<file path="src/rtl/axi_line_fill_master.sv">
// AXI4 read-only line-fill initiator: one cache-miss request becomes one aligned INCR burst.
// Optional critical-word forwarding and RID checking are enabled by LINE_FILL_CRIT_WORD_FWD_EN.
module axi_line_fill_master #(
  parameter int ADDR_WIDTH = 32,
  parameter int DATA_WIDTH = 32,
  parameter int LINE_WORDS = 4,
  parameter int AXI_ID     = 0,
  parameter int ID_WIDTH   = 4
) (
  input  logic                             clk,
  input  logic                             rst_n,
  input  logic                             req_valid,
  output logic                             req_ready,
  input  logic [ADDR_WIDTH-1:0]            req_addr,
  output logic                             line_valid,
  output logic [ADDR_WIDTH-1:0]            line_addr,
  output logic [LINE_WORDS*DATA_WIDTH-1:0] line_data,
  output logic                             line_err,
`ifdef LINE_FILL_CRIT_WORD_FWD_EN
  output logic                             crit_valid,
  output logic [DATA_WIDTH-1:0]            crit_data,
`endif
  output logic [ID_WIDTH-1:0]              m_axi_arid,
  output logic [ADDR_WIDTH-1:0]            m_axi_araddr,
  output logic [7:0]                       m_axi_arlen,
  output logic [2:0]                       m_axi_arsize,
  output logic [1:0]                       m_axi_arburst,
  output logic                             m_axi_arvalid,
  input  logic                             m_axi_arready,
  input  logic [ID_WIDTH-1:0]              m_axi_rid,
  input  logic [DATA_WIDTH-1:0]            m_axi_rdata,
  input  logic [1:0]                       m_axi_rresp,
  input  logic                             m_axi_rlast,
  input  logic                             m_axi_rvalid,
  output logic                             m_axi_rready
);

  localparam int BYTES    = DATA_WIDTH / 8;
  localparam int WORD_LSB = $clog2(BYTES);
  localparam int OFF      = $clog2(LINE_WORDS * BYTES);
  localparam int CW       = $clog2(LINE_WORDS + 1);
  localparam logic [CW-1:0] CNT_FULL = CW'(LINE_WORDS);
  localparam logic [CW-1:0] CNT_LAST = CW'(LINE_WORDS - 1);

  typedef enum logic [1:0] {ST_IDLE, ST_ADDR, ST_DATA, ST_DONE} state_t;

  state_t                  state_reg, state_next;
  logic [CW-1:0]           cnt_reg;
  logic                    err_reg;
  logic [ADDR_WIDTH-1:0]   araddr_reg;
  logic [ADDR_WIDTH-1:0]   line_addr_reg;
  logic [ADDR_WIDTH-1:0]   aligned_addr;
  logic                    accept;
  logic                    beat_fire;
  logic                    beat_err;

  assign aligned_addr = {req_addr[ADDR_WIDTH-1:OFF], {OFF{1'b0}}};
  assign accept       = (state_reg == ST_IDLE) && req_valid;
  assign beat_fire    = (state_reg == ST_DATA) && m_axi_rvalid;

  always_comb begin
    beat_err = m_axi_rresp[1] || (m_axi_rlast && (cnt_reg != CNT_LAST)) || (cnt_reg == CNT_FULL);
`ifdef LINE_FILL_CRIT_WORD_FWD_EN
    if (m_axi_rid != ID_WIDTH'(AXI_ID))
      beat_err = 1'b1;
`endif
  end

  always_comb begin
    state_next = state_reg;
    case (state_reg)
      ST_IDLE: if (req_valid)                     state_next = ST_ADDR;
      ST_ADDR: if (m_axi_arready)                 state_next = ST_DATA;
      ST_DATA: if (m_axi_rvalid && m_axi_rlast)   state_next = ST_DONE;
      ST_DONE:                                    state_next = ST_IDLE;
      default:                                    state_next = ST_IDLE;
    endcase
  end

  always_ff @(posedge clk) begin
    if (!rst_n) begin
      state_reg     <= ST_IDLE;
      cnt_reg       <= '0;
      err_reg       <= 1'b0;
      araddr_reg    <= '0;
      line_addr_reg <= '0;
    end else begin
      state_reg <= state_next;
      if (accept) begin
        araddr_reg    <= aligned_addr;
        line_addr_reg <= aligned_addr;
        cnt_reg       <= '0;
        err_reg       <= 1'b0;
      end else if (beat_fire) begin
        // Counter parks at LINE_WORDS so overrun beats are flagged and dropped.
        if (cnt_reg != CNT_FULL)
          cnt_reg <= cnt_reg + CW'(1);
        if (beat_err)
          err_reg <= 1'b1;
      end
    end
  end

  for (genvar gi = 0; gi < LINE_WORDS; gi++) begin : g_word
    logic [DATA_WIDTH-1:0] word_reg;
    always_ff @(posedge clk) begin
      if (!rst_n)
        word_reg <= '0;
      else if (beat_fire && (cnt_reg == CW'(gi)))
        word_reg <= m_axi_rdata;
    end
    assign line_data[gi*DATA_WIDTH +: DATA_WIDTH] = word_reg;
  end

`ifdef LINE_FILL_CRIT_WORD_FWD_EN
  logic [OFF-WORD_LSB-1:0] crit_idx_reg;
  logic                    crit_valid_reg;
  logic [DATA_WIDTH-1:0]   crit_data_reg;

  always_ff @(posedge clk) begin
    if (!rst_n) begin
      crit_idx_reg   <= '0;
      crit_valid_reg <= 1'b0;
      crit_data_reg  <= '0;
    end else begin
      if (accept)
        crit_idx_reg <= req_addr[OFF-1:WORD_LSB];
      crit_valid_reg <= beat_fire && (cnt_reg == CW'(crit_idx_reg));
      if (beat_fire && (cnt_reg == CW'(crit_idx_reg)))
        crit_data_reg <= m_axi_rdata;
    end
  end

  assign crit_valid = crit_valid_reg;
  assign crit_data  = crit_data_reg;

  logic unused_bits;
  assign unused_bits = m_axi_rresp[0];
`else
  logic unused_bits;
  assign unused_bits = ^{m_axi_rresp[0], m_axi_rid};
`endif

  assign req_ready     = (state_reg == ST_IDLE);
  assign m_axi_arvalid = (state_reg == ST_ADDR);
  assign m_axi_rready  = (state_reg == ST_DATA);
  assign line_valid    = (state_reg == ST_DONE);
  assign line_err      = (state_reg == ST_DONE) && err_reg;
  assign line_addr     = line_addr_reg;
  assign m_axi_araddr  = araddr_reg;
  assign m_axi_arid    = ID_WIDTH'(AXI_ID);
  assign m_axi_arlen   = 8'(LINE_WORDS - 1);
  assign m_axi_arsize  = 3'(WORD_LSB);
  assign m_axi_arburst = 2'b01;

endmodule

</file>
<file path="config.mk">
export PLATFORM = sky130hd
export DESIGN_NAME = axi_line_fill_master
export DESIGN_NICKNAME = d
export VERILOG_FILES = /design/src/rtl/axi_line_fill_master.sv
export SDC_FILE = /design/constraint.sdc
export NUM_CORES = 1
export LEC_CHECK = 0
export ABC_AREA = 1
export CAP_MARGIN = 25
export CORE_MARGIN = 2
export CORE_UTILIZATION = 30
export CTS_CLUSTER_SIZE = 28
export DETAILED_ROUTE_END_ITERATION = 7
export SLEW_MARGIN = 20
export SYNTH_ARGS = -nofsm -noshare
export SYNTH_HDL_FRONTEND = slang
export SYNTH_SLANG_ARGS = --single-unit
</file>
<file path="constraint.sdc">
create_clock -name clk -period 2.3 [get_ports clk]
set_input_delay 0.345 -clock clk [delete_from_list [all_inputs] [get_ports clk]]
set_output_delay 0.345 -clock clk [all_outputs]
set_load 0.005 [all_outputs]
</file>
==> summary.md <==
| Metric | Value |
|---|---|
| IO Count | 290 |
| Die area | about 22000 um^2 |
| Synth Flop Type | dfxtp_1 |
| Vias per cell | 4.48 |
| # Post-CTS Setup Buffers | 0 |
| GRT overflow | 0 |
| First-pass GRT wire length | 30900 um |
| Clock transition at path regs | 0.06 ns |
| Placed Cells | 1263 |
| Vias | a little under 6000 |
| Distinct cell type count after synthesis | 21 |
| DRC | 0 |
| Worst-margin pin slew | 0.700 ns |
| Total Routing Usage GR | 0.179 |
| Die Width | 149 um |
| GPL Wtd Cong | ~0.74 |
| Area delta synth->final | 47.8% |
| Setup TNS | 0 ns |
| Startpoint Class | register |
| Worst EP arrival | approximately 1.7 ns |
| # rows | 52 |
| Yosys warning count | 0 |
| Pre-Repair DR Iteration Count | 4 |
| Vias in the first global route | about 5300 |
| Final Util | 0.456 |
| CP required | 1.96 ns |
| Power per cell area | 845 nW/um^2 |
| Slew headroom | 0.533 |
| Layout Cells excl Fill | 1293 |
| ANT cells | 0 |
| Fmax | 495 MHz |
| Maximum vdd drop | between 400 and 500 uV |
| Largest net degree at the start of global routing | 127 |
| CP Cell Sequence | inv_1, ha_1, clkdlybuf4s50_1 |
| Mapped Avg Cell Area | 7.80 um^2 |
| Final worst-path cycle share | 0.879 |
| Clk buf depth | 2 |
| Number of gates resized after cts | 0 |
| Peak fanout along the critical path | 4 |
| Initial drt markers | 309 |
| Worst hold path class | reg -> reg |
| Worst R2R Setup Slack | 0.52 ns |
| CP max stage cell | clkdlybuf4s50_1 |
| Max incr delay on CP | 0.54 ns |
| Critical path class | reg -> out |
| CTS Buf Count | 17 |
| Dpl hpwl | 13400 um |
| RSZ-0062 raised after global routing | false |
| Fin crit period | around 2.0 ns |
| Slew Limit Fails | 0 |
| Initial Utilization | 0.308 |
| Layout cells sized above 1 | 0.0518 |
| Most frequent cells in the layout | 254 x clkdlybuf4s50_1, 253 x nor2_1, 162 x dfxtp_1 |
| Tot Pwr | approximately 7.8 mW |
| # hold bufs at CTS | 0 |
| Register area | 3240 um^2 |
| Ys async rst share | 0 |
| Total of fill cells in the finished design | 2013 |
| Final Hold Fails | 0 |
| Clk sink count | 162 |
| Die height | 149 um |
| Initial antenna violation count | 0 |
| Crit. End Element | primary output |
| Synth Instances | approximately 810 |
| Finished Cell Area | between 9000 and 10000 um^2 |
| Max reg flops | 128 |
| Antenna-violating nets left | 0 |
| Clk root buf | clkbuf_16 |
| Sequential fraction of the synthesis area | 0.517 |
| Worst-skew pair later-pin latency | around 0.4 ns |
| Core Area | 20400 um^2 |
| Max_cap viols | 0 |
| Clock skew | 0.00733 ns |
| Most common cell after layout, fill and taps aside | clkdlybuf4s50_1 |
| PortBufs | 255 |
| Worst path bufs/invs | 2 |
| Placed Area | 8750 um^2 |
| Lkg Pwr | 3.71 nW |
| Status | completed |
| Post-synth EDFFs | 0 |
| Avg WL per Cell | 15.6 um |
| Cell area after synthesis | 6280 um^2 |
| Final setup vio count | 0 |
| Final #Nets | 1098 |
| CTS tree | built |
| Area of the multi-input gates | between 2000 and 2500 um^2 |
| Synth Register Bits | 162 |
| Routed WL | 20100 um |
| H-Tree Depth | 4 |
| Crit-path leading delay family | buffers and inverters |
cell type report:
class | count | share of cell area
Tap cell | 270 | 0.0364
Sequential cell | 162 | 0.350
Timing Repair Buffer | 269 | 0.290
Multi-Input combinational cell | 541 | 0.259
Clock inverter | 8 | 0.00620
Inverter | 21 | 0.00850
Clock buffer | 22 | 0.0500
per-stage QoR:
step | worst slack [ns] | hold slack (ns)
5_1_grt | 0.172 | 0.477
4_1_cts | 0.258 | 0.461
2_1_floorplan | 0.912 | 0.427
3_5_place_dp | 0.428 | 0.451
3_3_place_gp | 0.416 | 0.447
6_report | 0.279 | 0.460
logic make-up (layout without fill, tap and decap cells):
kind of cell	Yosys count	in the layout	synth area share
flip-flops	162	162	0.517
other	2	25	0.00120
buffers and inverters	125	320	0.115
AO/OA/AOI/OAI	162	162	0.129
AND/OR/NAND/NOR	344	344	0.218
adder cells (fa/ha/maj)	10	10	0.0199
worst min-delay path, delay by kind of cell (launching register included):
kind / cells / cell delay [ns]
and+or+nand+nor: 1 / 0.06
AOI/OAI and AO/OA: 1 / 0.05
DFF: 1 / 0.31
cells in the mapped netlist (2+ instances only):
cell type | number | share of area
a21oi_1 | 36 | 0.029
o21ai_1 | 34 | 0.027
nor2_4 | 3 | 0.0054
clkbuf_1 | 20 | 0.012
nor2_1 | 253 | 0.15
dfxtp_1 | 162 | 0.52
buf_4 | 58 | 0.069
conb_1 | 2 | 0.0012
buf_2 | 23 | 0.018
inv_1 | 16 | 0.0096
nand2_1 | 50 | 0.030
ha_1 | 10 | 0.020
inv_2 | 5 | 0.0030
o21ai_0 | 92 | 0.073
nand3_1 | 35 | 0.028
final timing paths:
path / from / end / cells past startpoint
hold / removal: g_word[3].word_reg[6]$_SDFFE_PN0P_ / g_word[3].word_reg[6]$_SDFFE_PN0P_ / 2
hold reg to reg: g_word[3].word_reg[6]$_SDFFE_PN0P_ / g_word[3].word_reg[6]$_SDFFE_PN0P_ / 2
setup / recovery: state_reg[0]$_SDFFE_PN0P_ / m_axi_rready / 3
setup reg to reg: state_reg[0]$_SDFFE_PN0P_ / g_word[0].word_reg[0]$_SDFFE_PN0P_ / 7
where the power goes:
group          internal [mW]  total [mW]  switching [mW]
sequential              3.10        3.29           0.189
clock                   1.43        2.57            1.14
combinational           1.07        1.98           0.913
metal layers:
metal / GRT usage / wire [um] / vias to the layer above
met3: 0.0638 / 1560 / 15
met5: 0 / 0 / -
met1: 0.240 / 9330 / 2679
li1: - / - / 2910
met2: 0.276 / 9040 / 195
met4: 0.0400 / 212 / 0
No activity file was read; power rests on OpenSTA's default activity.
